--- config.mk ---
export PLATFORM = sky130hd
export DESIGN_NAME = debug_cmd_rx
export DESIGN_NICKNAME = d
export VERILOG_FILES = /design/src/rtl/debug_cmd_rx.sv
export SDC_FILE = /design/constraint.sdc
export NUM_CORES = 1
export LEC_CHECK = 0
export ABC_AREA = 1
export BUFFER_PORTS_ARGS = -buffer_cell sky130_fd_sc_hd__buf_2
export CAP_MARGIN = 10
export CORE_UTILIZATION = 64
export CTS_BUF_LIST = sky130_fd_sc_hd__clkbuf_8
export CTS_CLUSTER_SIZE = 16
export DETAILED_ROUTE_END_ITERATION = 12
export HOLD_SLACK_MARGIN = 0.06
export MAX_ROUTING_LAYER = met4
export PLACE_DENSITY = 0.88
export SLEW_MARGIN = 20
export SYNTH_ARGS = -nofsm -noshare
export SYNTH_HDL_FRONTEND = slang
export SYNTH_SLANG_ARGS = --single-unit
--- constraint.sdc ---
create_clock -name clk -period 8.4 [get_ports clk]
set_clock_uncertainty 0.15 [all_clocks]
set_input_delay 0.84 -clock clk [delete_from_list [all_inputs] [get_ports clk]]
set_output_delay 0.84 -clock clk [all_outputs]
set_load 0.005 [all_outputs]
--- src/rtl/debug_cmd_rx.sv ---
// Host-to-target debug command receiver: frames SYNC,CMD,ADDR,DATA,SUM
// packets from the UART byte stream and drives debug regs / CPU halt+step.
//
// Ports:
//   clk, resetn       12 MHz logic clock, async active-low reset
//   uart_rx_strobe    one-cycle strobe qualifying uart_rx_data
//   uart_rx_data      received byte
//   dbg_regs          NUM_REGS x 8-bit registers, reg i at [8*i+7:8*i]
//   cpu_halt          CPU hold level
//   step_req          one-cycle single-step pulse (only while halted)
//   cmd_valid         one-cycle pulse per accepted command
//   cmd_code          code of last accepted command
//   err_count         saturating count of rejected/aborted packets
//   busy              packet in progress (state != IDLE)
module debug_cmd_rx #(
    parameter int          NUM_REGS       = 8,
    parameter int          TIMEOUT_CYCLES = 65535,
    parameter logic [7:0]  SYNC_BYTE      = 8'hFF,
    parameter bit          HALT_ON_RESET  = 1'b0
) (
    input  logic                  clk,
    input  logic                  resetn,
    input  logic                  uart_rx_strobe,
    input  logic [7:0]            uart_rx_data,
    output logic [8*NUM_REGS-1:0] dbg_regs,
    output logic                  cpu_halt,
    output logic                  step_req,
    output logic                  cmd_valid,
    output logic [7:0]            cmd_code,
    output logic [7:0]            err_count,
    output logic                  busy
);

    localparam int TW = (TIMEOUT_CYCLES > 1) ? $clog2(TIMEOUT_CYCLES + 1) : 1;
    localparam logic [TW-1:0] TO_LAST = TW'(TIMEOUT_CYCLES - 1);

    localparam logic [7:0] C_WRITE = 8'h01;
    localparam logic [7:0] C_HALT  = 8'h02;
    localparam logic [7:0] C_RUN   = 8'h03;
    localparam logic [7:0] C_STEP  = 8'h04;

    typedef enum logic [2:0] {
        S_IDLE,
        S_CMD,
        S_ADDR,
        S_DATA,
        S_SUM
    } state_t;

    state_t        state_q, state_d;
    logic [TW-1:0] tmo_q, tmo_d;
    logic [7:0]    cmd_q, addr_q, data_q;
    logic [7:0]    regs_q [NUM_REGS];
    logic          halt_q;
    logic          step_q;
    logic          valid_q;
    logic [7:0]    code_q;
    logic [7:0]    err_q;

    logic          tmo_hit;
    logic          sum_edge;
    logic          sum_ok;
    logic          code_ok;
    logic          exec_ok;
    logic          err_evt;

    // A strobe on the expiry cycle wins, so the timeout needs !strobe.
    assign tmo_hit = (state_q != S_IDLE) && !uart_rx_strobe &&
                     (tmo_q == TO_LAST);

    // ---------------- state register ----------------
    always_ff @(posedge clk or negedge resetn) begin
        if (!resetn) begin
            state_q <= S_IDLE;
        end else begin
            state_q <= state_d;
        end
    end

    // ---------------- next-state logic ----------------
    always_comb begin
        state_d = state_q;
        if (uart_rx_strobe) begin
            unique case (state_q)
                S_IDLE: if (uart_rx_data == SYNC_BYTE) state_d = S_CMD;
                S_CMD:  if (uart_rx_data != SYNC_BYTE) state_d = S_ADDR;
                S_ADDR: state_d = S_DATA;
                S_DATA: state_d = S_SUM;
                S_SUM:  state_d = S_IDLE;
                default: state_d = S_IDLE;
            endcase
        end else if (tmo_hit) begin
            state_d = S_IDLE;
        end
    end

    // ---------------- output / decode logic ----------------
    always_comb begin
        busy     = (state_q != S_IDLE);
        sum_edge = uart_rx_strobe && (state_q == S_SUM);
        sum_ok   = (8'(cmd_q + addr_q + data_q) == uart_rx_data);
        code_ok  = 1'b0;
        unique case (cmd_q)
            C_WRITE: code_ok = ({1'b0, addr_q} < 9'(NUM_REGS));
            C_HALT,
            C_RUN,
            C_STEP:  code_ok = 1'b1;
            default: code_ok = 1'b0;
        endcase
        exec_ok  = sum_edge && sum_ok && code_ok;
        err_evt  = (sum_edge && !(sum_ok && code_ok)) || tmo_hit;
    end

    // Inactivity timer: runs only inside a packet, cleared by any byte.
    always_comb begin
        tmo_d = tmo_q;
        if (uart_rx_strobe || state_d == S_IDLE) begin
            tmo_d = '0;
        end else if (state_q != S_IDLE) begin
            tmo_d = tmo_q + TW'(1);
        end
    end

    always_ff @(posedge clk or negedge resetn) begin
        if (!resetn) begin
            tmo_q  <= '0;
            cmd_q  <= '0;
            addr_q <= '0;
            data_q <= '0;
        end else begin
            tmo_q <= tmo_d;
            if (uart_rx_strobe) begin
                if (state_q == S_CMD && uart_rx_data != SYNC_BYTE) begin
                    cmd_q <= uart_rx_data;
                end
                if (state_q == S_ADDR) addr_q <= uart_rx_data;
                if (state_q == S_DATA) data_q <= uart_rx_data;
            end
        end
    end

    // ---------------- command effects ----------------
    always_ff @(posedge clk or negedge resetn) begin
        if (!resetn) begin
            halt_q  <= HALT_ON_RESET;
            step_q  <= 1'b0;
            valid_q <= 1'b0;
            code_q  <= '0;
            err_q   <= '0;
        end else begin
            valid_q <= exec_ok;
            // STEP looks at the halt level before this command executes.
            step_q  <= exec_ok && (cmd_q == C_STEP) && halt_q;
            if (exec_ok) begin
                code_q <= cmd_q;
                if (cmd_q == C_HALT) halt_q <= 1'b1;
                if (cmd_q == C_RUN)  halt_q <= 1'b0;
            end
            if (err_evt && err_q != 8'hFF) begin
                err_q <= err_q + 8'd1;
            end
        end
    end

    always_ff @(posedge clk or negedge resetn) begin
        if (!resetn) begin
            for (int i = 0; i < NUM_REGS; i++) regs_q[i] <= '0;
        end else if (exec_ok && cmd_q == C_WRITE) begin
            for (int i = 0; i < NUM_REGS; i++) begin
                if (addr_q == 8'(i)) regs_q[i] <= data_q;
            end
        end
    end

    for (genvar g = 0; g < NUM_REGS; g++) begin : g_flat
        assign dbg_regs[8*g +: 8] = regs_q[g];
    end

    assign cpu_halt  = halt_q;
    assign step_req  = step_q;
    assign cmd_valid = valid_q;
    assign cmd_code  = code_q;
    assign err_count = err_q;

endmodule

# Yosys cells after proc, flatten, opt, wreduce, memory -nomap -nowiden
# Index checks and enable logic that the tools add are counted.
[totals] output_inout_bits=84 ff_bits=126 inputBits=11 word_cells=88
[op_classes] reduce_logical=35 n_addsub=4 n_eq_ne=20 magnitude_cmp=1 muxes=10
[op_table] operator="$eq 8x3->1 const B" count=5
[op_table] operator="$eq 8x2->1 const B" count=4
[op_table] operator="$mux 16" count=2
[op_table] operator="$reduce_and 2->1" count=12
[op_table] operator="$add 16x1->16 const B" count=1
[op_table] operator="$add 8x8->8" count=2
[op_table] operator="$eq 16x16->1 const B" count=1
[op_table] operator="$eq 8x1->1 const B" count=2
[op_table] operator="$ne 8x8->1 const B" count=2
[op_table] operator="$logic_and 1x1->1" count=12
[op_table] operator="$mux 3" count=4
[op_table] operator="$pmux 3 s4" count=1
[op_table] operator="$add 8x1->8 const B" count=1
[op_table] operator="$eq 8x8->1" count=1
[op_table] operator="$eq 8x8->1 const B" count=1
[op_table] operator="$logic_not 8->1" count=1
[op_table] operator="$lt 8x4->1 const B" count=1
[op_table] operator="$eq 3x2->1 const B" count=2
[op_table] operator="$logic_not 3->1" count=2
[op_table] operator="$reduce_bool 2->1" count=2
[op_table] operator="$eq 3x1->1 const B" count=1
[op_table] operator="$eq 3x3->1 const B" count=1
[op_table] operator="$reduce_bool 3->1" count=1
[op_table] operator="$reduce_or 3->1" count=1
[op_table] operator="4 further kinds" count=7

# Longest topological paths before layout
# Gate-level depths: netlist (run 1).
[depth] ltp_word=8 depth_mapped=20 mapped_depth_nobuf=19

# Least setup slack after synthesis (run 1)
# OpenSTA, ideal clock, no wires.
[synth_path] path_kind="register -> register" from="register cmd_q[1]" to="register regs_q, in the netlist dbg_regs[31]" period_less_slack_ns=3.006 path_buffers=1 arrival_ns=2.735 slack_ns=5.394 setup_ns=0.121 path_stages_with_launch=16 required_time_ns=8.129 path_cell_list="dfrtp_1 > fa_1 > ha_1 > fa_1 > nand2_1 > nand2_1 > nand3_1 > nor2_1 > nand2_1 > nor2_2 > nand3_2 > nor2_4 > nand3_2 > buf_6 > nand2_1 > o21ai_2"
[synth_via] elab_chain_len=7 elab_cells_between_ends=13 cone_classes="2 x add/sub; 5 x eq/ne; 1 x mux; 5 x reduce/logical"
[synth_lines] element="from (decl)" line_no="52" rtl="logic [7:0] cmd_q, addr_q, data_q;"
[synth_lines] element="from (signal assigned)" line_no="134" rtl="cmd_q <= uart_rx_data;"
[synth_lines] element="$add 8x8->8 (2 in series)" line_no="101" rtl="sum_ok = (8'(cmd_q + addr_q + data_q) == uart_rx_data);"
[synth_lines] element="$eq 8x8->1" line_no="101"
[synth_lines] element="$logic_and 1x1->1 (2 in series)" line_no="110" rtl="exec_ok = sum_edge && sum_ok && code_ok;"
[synth_lines] element="$logic_and 1x1->1 (*)" line_no="168" rtl="end else if (exec_ok && cmd_q == C_WRITE) begin"
[synth_lines] element="$reduce_and 2->1 (no source line) (*)"
[synth_lines] element="to (signal, indexed assignment)" line_no="170" rtl="if (addr_q == 8'(i)) regs_q[i] <= data_q;"
[synth_lines] element="to (decl)" line_no="53" rtl="logic [7:0] regs_q [NUM_REGS];"
# Mark *: on every way between the ends. The rest lies on a longest branch, timed or not.
# A chain may end at the register's enable or synchronous reset.

# Worst setup path in the final report (run 1)
[layout_path] from="register data_q[0]" to="register regs_q, in the netlist dbg_regs[0]"
[layout_via] elab_chain_len=6
[layout_lines] element="from (decl)" line_no="52"
[layout_lines] element="from (signal assigned)" line_no="137" rtl="if (state_q == S_DATA) data_q <= uart_rx_data;"
[layout_lines] element="$add 8x8->8" line_no="101"
[layout_lines] element="$eq 8x8->1" line_no="101"
[layout_lines] element="$logic_and 1x1->1 (2 in series)" line_no="110"
[layout_lines] element="$logic_and 1x1->1" line_no="168"
[layout_lines] element="$reduce_and 2->1 (no source line)"
# Several ways; a longest one is shown, not always the timed one.

==> impl_metrics.csv, run 1 <==
group,metric,value,unit
outcome,status,"completed",
grt,antenna_found_initial,0,
placed_design,io_buffers,94,
cells_and_area,insertedDiodeCount,0,
worst_setup_path,arrival,3.82,ns
die,die_x,102,microns
worst_setup_path,r2r_start,"data_q[0]",
grt,grt_pass1_wl,24400,microns
die,core_area,9770,sq um
yosys,synth.most_common_cell,"nand2_1",
yosys,ys_warn_count,0,
clock_network,cts-root-buf,"clkbuf_8",
yosys,netlist_area,6430,sq um
routing,wl_per_cell,14.0,microns
yosys,yosysTopAreaCell,"dfrtp_1",
routing,viasPerCell,5.23,
grt,grt_util_all_layers,32.0,%
die,boundaryPins,95,
worst_setup_path,crit_required,8.56,ns
routing,wl_met3,1160,microns
placed_design,place_hpwl,9990,microns
timing,worst_slack,4.75,ns
yosys,synth.avg_cell_area,7.90,sq um
yosys,synth_flop_cell,"dfrtp_1",
timing,clock.fmax,0.274,GHz
worst_setup_path,slowest_delay,0.48,ns
worst_setup_path,cp_num_cells,17,
clock_network,postCtsHoldBufs,0,
placed_design,place_congestion,0.912,
yosys,synth_area_leaders,"dfrtp_1 (49%), nand2_1 (14%), inv_1 (9.3%)",
routing,vias,5570,
cells_and_area,regArea,3150,sq um
grt,grt_overflow_total,0,
cells_and_area,areaGrowthSynthToFinish,15.4,%
yosys,ys_types,32,
worst_setup_path,critPathLaunchType,"flop",
worst_setup_path,worst_path_max_delay_cell,"fa_1",
timing,rsz0062_at_grt,"false",
routing,drc,0,
worst_setup_path,r2r_cells,17,
clock_network,insertion_delay,0.44,ns
die,initial_core_util,65.8,%
placed_design,pre_cts_slack,4.83,ns
yosys,synth_top_area_share,49.0,%
die,row_count,36,
yosys,async_flop_share,100,%
clock_network,clkSlewWorstSetupHoldPaths,0.08,ns
run,drv_cap,0,
worst_setup_path,crit_start,"data_q[0]",
routing,drt-met1-wl,5910,microns
routing,totalWireLength,14900,microns
timing,hold_violations,0,
timing,fin_crit,3.65,ns
clock_network,clk_path_buf_depth,2,
worst_setup_path,path_common_cell,"nand2_1",
worst_setup_path,critPathMaxFanout,16,
timing,worst-slew-pin-transition,1.02,ns
routing,drtIter0Drc,356,
grt,grt_pass1_vias,5238,
timing,drv_slew,0,
timing,slew-limit-headroom,31.3,%
cells_and_area,nNetsFinal,946,
cells_and_area,multi_input_area,2560,sq um
routing,met2_length,7460,microns
yosys,ys_ff_latch,126,
clock_network,h-tree-depth,4,
cells_and_area,nFillCells,720,
worst_setup_path,path_buf_inv,3,
die,die_y,102,microns
die,fp.dieArea,10500,sq um
routing,drt-pass1-iter-count,5,
routing,antenna_left,0,
timing,setup_viol,0,
power_and_ir_drop,p_per_area,298,nW/um^2
worst_setup_path,critical-path-top-delay-family,"simple AND/OR/NAND/NOR gates",
yosys,syn-num-nets,842,
yosys,seq_area_frac_synth,49.0,%
routing,routed.top_layer,"met4",
clock_network,cts_tree,"yes",
yosys,syn_inst,814,
cells_and_area,drive_gt1_share,16.9,%
worst_hold_path,hold_class,"in -> async",
timing,min_period_over_period,43.5,%
worst_setup_path,endpoint_kind,"flop",
worst_setup_path,crit_type,"reg -> reg",
worst_setup_path,path_cells,"clkinv_1 > fa_1 > inv_1 > ha_1 > fa_1 > inv_1 > nand2_1 > nand2_1 > nand3_1 > nor2_1 > nand2_1 > nor2_2 > nand3_2 > nor2_4 > nand3_2 > nand2_1 > o21ai_1",
power_and_ir_drop,peakVddDrop,175,uV
clock_network,postCtsSetupRepairBufs,0,
clock_network,postCtsResizedCells,0,
grt,grt_max_degree,69,
clock_network,cts_sinks,126,
timing,setup-tns-final,0,ns
power_and_ir_drop,power_leakage,0.00392,uW
yosys,synth_edf_count,0,
yosys,synth.top_cells.by_count,"nand2_1 (239), inv_1 (159), dfrtp_1 (126)",
clock_network,numCtsBuffers,17,
[sequential cells by signal (all words and copies together) (netlist names)]
| register | cells |
|---|---|
| data_q | 8 |
| cmd_code | 8 |
| tmo_q | 16 |
| cmd_valid | 1 |
| addr_q | 8 |
| state_q | 3 |
| err_count | 8 |
| step_req | 1 |
| dbg_regs | 64 |
| cpu_halt | 1 |
| cmd_q | 8 |
[per-layer routing]
layer | GRT usage, % | up-vias
met2 | 52.6 | 223
met3 | 7.59 | 40
met4 | 12.7 | 0
met1 | 38.1 | 2614
met5 | - | -
li1 | - | 2693
[worst paths after layout]
path                           endpoint  slack (ns)
min in group clk            cmd_code[1]        0.33
setup reg to reg            dbg_regs[0]        4.75
max in group asynchronous  dbg_regs[20]        6.48
hold / removal              cmd_code[4]        0.29
hold reg to reg             cmd_code[1]        0.33
setup / recovery            dbg_regs[0]        4.75
[power by group]
part	internal (uW)	switching (uW)
Sequential	675	81.7
Clock	286	267
Combinational	300	604
Total	1260	952
[cells by family after synthesis]
kind of cell,Yosys count,share of synthesized area [%]
AO/OA/AOI/OAI,52,4.51
XOR/XNOR,19,2.59
adder cells (fa/ha/maj),17,4.24
buffers and inverters,180,11.1
flip-flops,126,49.0
AND/OR/NAND/NOR,420,28.5
[per-stage QoR]
step | cell area, sq um | power [uW] | util [%] | hold WS (ns) | std cells
6_report | 7430 | 2210 | 76.0 | 0.292 | 1064
5_1_grt | 7430 | 2370 | 76.0 | 0.342 | 1064
4_1_cts | 7430 | 2200 | 76.0 | 0.312 | 1064
3_5_place_dp | 7010 | 1650 | 71.7 | 0.311 | 1032
3_3_place_gp | 7010 | 1610 | 71.7 | 0.306 | 1032
2_1_floorplan | 6430 | 1420 | - | 0.304 | 814
[cell usage in the layout, fill, tap and decap left out]
cell and n:
clkinv_4 3, nand3_1 81, nand2_1 239, ha_1 9, o21ai_0 29, a21oi_1 7, nand2b_1 1, buf_2 93
clkinv_2 1, clkinv_1 8, nand3b_1 2, nor3b_1 1, clkbuf_8 19, nor2_2 4, buf_4 4, xnor2_1 12
inv_1 159, nor3_2 1, clkinvlp_4 3, nand3_2 3, inv_2 1, nor4_1 2, nor4_2 4, o21ai_2 8
nor2_4 3, nor2_1 56, inv_8 2, nand4_1 10, o21ai_1 8, dfrtp_1 126, inv_6 2, nor3_1 9
xor2_1 7, bufinv_16 2, or2_2 1, fa_1 8, nand2_2 3
[cell type report]
| cell class | instances | share of cell area (%) |
|---|---|---|
| sequential | 126 | 42.5 |
| multi-input combinational | 508 | 34.5 |
| inverter | 168 | 8.49 |
| timing repair buffer | 97 | 6.67 |
| clock buffer | 19 | 3.52 |
| tap | 133 | 2.24 |
| clock inverter | 13 | 2.07 |
(Power assumes the default switching activity.)
==> run 2: changes to the inputs <==
- CORE_UTILIZATION: 64 -> 59
- PLACE_DENSITY: 0.88 -> 0.82
- clock period: 8.4 -> 3.51 ns (I/O delays scaled with it)
==> run 2 against run 1 <==
  * Combinational power rose to 2.5 times the previous value
  * Final cell count is 2.7% higher
  * Routed wire length up 4.6%
  * Maximum frequency rose by 8.4%
  * Register-to-register slack got worse by 4.6 ns
  * Highest routed layer unchanged
==> impl_metrics.csv, run 2 (synthesis results as in run 1) <==
group,metric,value,unit
worst_setup_path,critPathLaunchType,"flop",
timing,worst-slew-pin-transition,0.933,ns
power_and_ir_drop,p_comb_share,40.6,%
timing,setup-tns-final,0,ns
power_and_ir_drop,p_per_area,719,nW/um^2
clock_network,insertion_delay,0.44,ns
grt,grt_util_all_layers,29.5,%
grt,grt_overflow_total,0,
routing,vias,5708,
routing,wl_per_cell,14.2,microns
power_and_ir_drop,peakVddDrop,478,uV
timing,drv_slew,0,
power_and_ir_drop,p_int,3290,uW
cells_and_area,areaGrowthSynthToFinish,20.0,%
placed_design,dpl.cell_count,1046,
grt,antenna_found_initial,0,
timing,rsz0062_at_grt,"true",
worst_setup_path,crit_required,3.75,ns
power_and_ir_drop,power_leakage,0.00408,uW
placed_design,place_hpwl,10300,microns
cells_and_area,mostFrequentLayoutCells,"nand2_1 (239), inv_1 (160), dfrtp_1 (126)",
die,row_count,37,
clock_network,cts-root-buf,"clkbuf_8",
die,core_area,10500,sq um
routing,totalWireLength,15600,microns
power_and_ir_drop,p_clk_share,27.0,%
timing,clock.fmax,0.297,GHz
worst_hold_path,hold_class,"in -> reg",
clock_network,h-tree-depth,4,
cells_and_area,nFillCells,797,
worst_setup_path,endpoint_kind,"flop",
die,die_x,106,microns
cells_and_area,multi_input_area,2560,sq um
clock_network,numCtsBuffers,17,
timing,min_period_over_period,96.0,%
outcome,status,"completed",
routing,drtIter0Drc,462,
grt,grt_pass1_wl,24900,microns
worst_setup_path,crit_type,"reg -> reg",
run,drv_cap,0,
routing,drt-pass1-iter-count,5,
routing,antenna_left,0,
placed_design,place_congestion,0.899,
worst_setup_path,arrival,3.61,ns
clock_network,clk_path_buf_depth,2,
die,die_y,106,microns
die,initial_core_util,61.5,%
die,fp.dieArea,11300,sq um
cells_and_area,nNetsFinal,972,
routing,viasPerCell,5.22,
cells_and_area,insertedDiodeCount,0,
timing,hold_violations,0,
clock_network,clkSlewWorstSetupHoldPaths,0.07,ns
routing,drc,0,
placed_design,pre_cts_slack,0.179,ns
grt,grt_max_degree,76,
timing,worst_slack,0.139,ns
timing,setup_viol,0,
grt,grt_pass1_vias,5372,
clock_network,cts_sinks,126,
worst_setup_path,critPathMaxFanout,7,
cells_and_area,finalNonFillerCells,1093,
cells_and_area,regArea,3150,sq um
placed_design,io_buffers,94,
power_and_ir_drop,p_total,5550,uW
timing,slew-limit-headroom,37.8,%
power_and_ir_drop,p_seq_share,32.3,%
cells_and_area,final_common_cell,"nand2_1",
power_and_ir_drop,p_switching,2260,uW
cells_and_area,largest_reg_flops,64,
cells_and_area,drive_gt1_share,18.3,%
die,boundaryPins,95,
timing,fin_crit,3.37,ns
clock_network,cts_tree,"yes",
power_and_ir_drop,swShare,40.7,%
run 2: cell types whose count changed in the layout (fill, tap and decap cells not counted), sizes merged:
| cell | before | now |
|---|---|---|
| buf | 97 | 116 |
| dlygate4sd3 | 0 | 7 |
| bufinv | 2 | 5 |
| clkbuf | 19 | 21 |
| clkinvlp | 3 | 1 |
| inv | 164 | 162 |
| clkinv | 12 | 11 |
run 2: area by class of cell:
class	count	area share, %
flip-flops and latches	126	40.9
inverters	168	8.17
clock buffers	21	3.75
well taps	136	2.21
multi-input cells	508	33.2
clock inverters	11	2.43
repair buffers	123	9.34
run 2: power groups by stage:
stage / clock (uW) / combinational [uW] / sequential [uW]
2_1_floorplan: 0 / 1610 / 1790
3_3_place_gp: 0 / 2080 / 1820
3_5_place_dp: 0 / 2140 / 1820
4_1_cts: 1510 / 2210 / 1800
5_1_grt: 1580 / 2530 / 1820
6_report: 1500 / 2260 / 1790
run 2: timing repair:
| action | 4_1_cts | 5_1_grt |
|---|---|---|
| gates resized for setup | 0 | 1 |
| buffers inserted | 0 | 8 |
| hold endpoints to repair | 79 | 0 |
| hold buffers | 7 | 0 |
| setup endpoints to repair | 0 | 64 |
run 2: per-stage QoR:
step                hold WS, ns  utilization [%]  area, sq um
CTS                      0.0693             73.2         7660
detailed placement        0.308             68.0         7110
finish                   0.0783             73.8         7720
global placement          0.305             68.0         7110
floorplan               -0.0946                -         6430
global route             0.0779             73.8         7720
run 2: worst max-delay path: stages (launching register included):
cell,delay (ns)
dfrtp_1,0.46
fa_1,0.49
ha_1,0.25
fa_1,0.43
inv_1,0.09
nand2_1,0.07
nand3_1,0.07
nand2_1,0.05
nor2_1,0.13
nand2_1,0.09
nor2_1,0.13
nand2_1,0.12
nor2_4,0.23
nand4_1,0.16
buf_4,0.20
nand2_1,0.09
nand2_1,0.07
inv_1,0.05
run 2: final timing paths:
check	startpoint	endpoint	slack (ns)	cells past startpoint
worst min register to register	dbg_regs[25]	dbg_regs[25]	0.33	2
worst max-delay path	addr_q[1]	dbg_regs[8]	0.14	17
worst min-delay path	uart_rx_data[6]	data_q[6]	0.08	3
min in group asynchronous	resetn	step_req	0.42	2
max in group asynchronous	resetn	dbg_regs[19]	1.83	3
worst max register to register	addr_q[1]	dbg_regs[8]	0.14	17
run 2: per-layer routing:
metal	vias up	routed length [microns]	GRT usage, %
met5	-	0	-
met4	0	454	13.0
met3	52	1070	7.17
met2	230	7700	48.1
met1	2670	6350	35.1
li1	2756	-	-
==> run 3: changes to the inputs <==
- ABC_AREA: 1 -> default
- CORE_UTILIZATION: 59 -> 58
==> run 3 against run 2 <==
  * The flow now finishes with violations (setup timing)
  * Largest power group unchanged
  * Die area decreased by 9.1%
  * Via count decreased by 26%
  * Critical endpoint is now dbg_regs[28]
  * Core utilization increased by 5.2 points
  * Global-route usage increased by 1.3 points
  * Maximum frequency decreased by 17%
  * Design area decreased by 3.6%
  * Setup slack got worse by 0.68 ns
  * Worst hold slack improved by 0.0038 ns
==> impl_metrics.csv, run 3 <==
group,metric,value,unit
worst_setup_path,critPathMaxFanout,8,
placed_design,io_buffers,94,
yosys,synth.top_cells.by_count,"dfrtp_1 (126), mux2_2 (82), nor2_1 (34)",
timing,worst-slew-pin-transition,0.794,ns
clock_network,cts_tree,"yes",
routing,viasPerCell,5.77,
timing,fin_crit,4.05,ns
worst_setup_path,r2r_start,"addr_q[1]",
clock_network,h-tree-depth,4,
cells_and_area,areaGrowthSynthToFinish,29.6,%
worst_hold_path,min_to,"data_q[3]",
die,core_area,9420,sq um
power_and_ir_drop,peakVddDrop,718,uV
clock_network,clk_path_buf_depth,2,
cells_and_area,insertedDiodeCount,0,
timing,setup-tns-final,-39.14,ns
yosys,netlist_area,5740,sq um
outcome,violations,"setup timing",
routing,antenna_left,0,
die,boundaryPins,95,
die,initial_core_util,60.9,%
placed_design,pre_cts_slack,-0.582,ns
yosys,yosysTopAreaCell,"dfrtp_1",
clock_network,cts-root-buf,"clkbuf_8",
yosys,ys_ff_latch,126,
yosys,synth_top_area_share,54.9,%
worst_hold_path,hold_class,"in -> reg",
yosys,synth.most_common_cell,"dfrtp_1",
yosys,async_flop_share,100,%
cells_and_area,drive_gt1_share,48.0,%
routing,wl_per_cell,20.5,microns
placed_design,place_area,6660,sq um
routing,vias,4204,
cells_and_area,nNetsFinal,615,
worst_setup_path,path_buf_inv,1,
outcome,status,"complete, but fails checks",
worst_hold_path,worstHoldStart,"uart_rx_data[3]",
placed_design,place_congestion,0.869,
die,fp.dieArea,10300,sq um
placed_design,place_hpwl,9000,microns
power_and_ir_drop,power_leakage,0.00398,uW
cells_and_area,final_common_cell,"dfrtp_1",
die,die_x,101,microns
worst_setup_path,crit_type,"reg -> reg",
timing,slew-limit-headroom,47.1,%
worst_setup_path,critical-path-top-delay-family,"simple AND/OR/NAND/NOR gates",
worst_setup_path,path_cells,"fa_1 > ha_2 > fa_2 > xor2_1 > nor3_2 > nand3_1 > or4_4 > or4_4 > buf_12 > nor2_8 > mux2_2",
yosys,syn_inst,432,
worst_setup_path,endpoint_kind,"flop",
yosys,synth_flop_cell,"dfrtp_1",
worst_setup_path,arrival,4.25,ns
yosys,syn-num-nets,460,
grt,grt_max_degree,61,
clock_network,numCtsBuffers,17,
yosys,seq_area_frac_synth,54.9,%
grt,grt_overflow_total,0,
routing,drc,0,
routing,drtIter0Drc,265,
worst_setup_path,critPathLaunchType,"flop",
grt,grt_util_all_layers,30.8,%
worst_setup_path,crit_required,3.70,ns
routing,drt-pass1-iter-count,4,
timing,drv_slew,0,
cells_and_area,mostFrequentLayoutCells,"dfrtp_1 (126), buf_2 (93), mux2_4 (47)",
yosys,synth_area_leaders,"dfrtp_1 (55%), mux2_2 (16%), nor2_8 (3.1%)",
timing,setup_viol,83,
worst_setup_path,worst_path_max_delay_cell,"fa_1",
worst_setup_path,reg2reg_to,"dbg_regs[28]",
worst_setup_path,slowest_delay,0.56,ns
cells_and_area,final_area,7430,sq um
timing,worst_slack,-0.544,ns
worst_hold_path,whs_path_depth,2,
timing,fin_hold_ws,0.0821,ns
clock_network,clkSlewWorstSetupHoldPaths,0.09,ns
timing,hold_violations,0,
yosys,synth_edf_count,0,
timing,min_period_over_period,116,%
die,die_y,101,microns
routing,totalWireLength,15000,microns
cells_and_area,largest_reg_flops,64,
timing,rsz0062_at_grt,"true",
worst_setup_path,r2r_cells,11,
yosys,synth.avg_cell_area,13.3,sq um
worst_setup_path,path_common_cell,"or4_4",
power_and_ir_drop,p_per_area,829,nW/um^2
grt,antenna_found_initial,0,
worst_setup_path,r2r_slack,-0.54,ns
run,drv_cap,0,
grt,grt_pass1_wl,22400,microns
grt,grt_pass1_vias,4321,
clock_network,cts_sinks,126,
yosys,ys_types,37,
yosys,ys_warn_count,0,
clock_network,insertion_delay,0.45,ns
timing,clock.fmax,0.247,GHz
die,row_count,35,
run 3: layout make-up:
type	count	area, sq um
clock buffer	17	234
clock inverter	15	190
fill	523	1980
inverter	7	26.3
multi-input combinational	291	2770
sequential	126	3150
tap	129	161
timing repair buffer	144	900
run 3: per-stage QoR:
stage | total power, uW | util (%) | instances
2_1_floorplan | 3240 | - | 432
3_3_place_gp | 4140 | 70.7 | 686
3_5_place_dp | 4280 | 70.7 | 686
4_1_cts | 5800 | 76.9 | 724
5_1_grt | 6460 | 79.0 | 729
6_report | 6160 | 79.0 | 729
run 3: report_power, final:
| part | switching [uW] | internal (uW) |
|---|---|---|
| Combinational | 1610 | 1390 |
| Clock | 681 | 673 |
| Sequential | 190 | 1620 |
run 3: kinds of logic (layout without fill, tap and decap cells):
kind of cell               after synthesis  count (layout)  synth area share, %
and+or+nand+nor                        132             132                 14.4
DFF                                    126             126                 54.9
muxes                                   90              90                 17.7
xor gates and xnor gates                35              35                 5.34
adders and majority gates               17              17                 4.75
AOI/OAI and AO/OA                       17              17                 1.72
buffers and inverters                   15             183                 1.18
run 3: routing by layer:
layer | GRT usage [%] | wire (microns) | vias to the layer above
met5 | - | 0 | -
met4 | 11.8 | 418 | 0
met3 | 6.28 | 793 | 41
met2 | 49.9 | 7590 | 163
met1 | 38.5 | 6160 | 2158
li1 | - | - | 1842
run 3: how the worst max path moves through the flow:
stage	from	slack, ns	endpoint	depth (start not counted)
CTS	addr_q[1]	-0.53	dbg_regs[45]	11
detailed placement	addr_q[1]	-0.58	dbg_regs[53]	11
global placement	addr_q[1]	-0.47	dbg_regs[29]	11
floorplan	addr_q[1]	-0.39	dbg_regs[33]	11
finish	addr_q[1]	-0.54	dbg_regs[28]	11
global route	addr_q[1]	-0.66	dbg_regs[45]	11
run 3: timing repair:
| item | CTS | global route |
|---|---|---|
| pin swaps | 4 | 10 |
| setup buffers | 2 | 5 |
| cloned | 1 | 0 |
| resized for setup | 27 | 40 |
| endpoints found under the setup margin | 83 | 83 |
| hold endpoints to repair | 60 | 0 |
| hold buffers | 3 | 0 |
run 3: worst register-to-register path, stage by stage, from the launching register on:
cell and delay (ns):
dfrtp_1 0.41, fa_1 0.56, ha_2 0.21, fa_2 0.45, xor2_1 0.16, nor3_2 0.16
nand3_1 0.12, or4_4 0.50, or4_4 0.45, buf_12 0.20, nor2_8 0.22, mux2_2 0.37
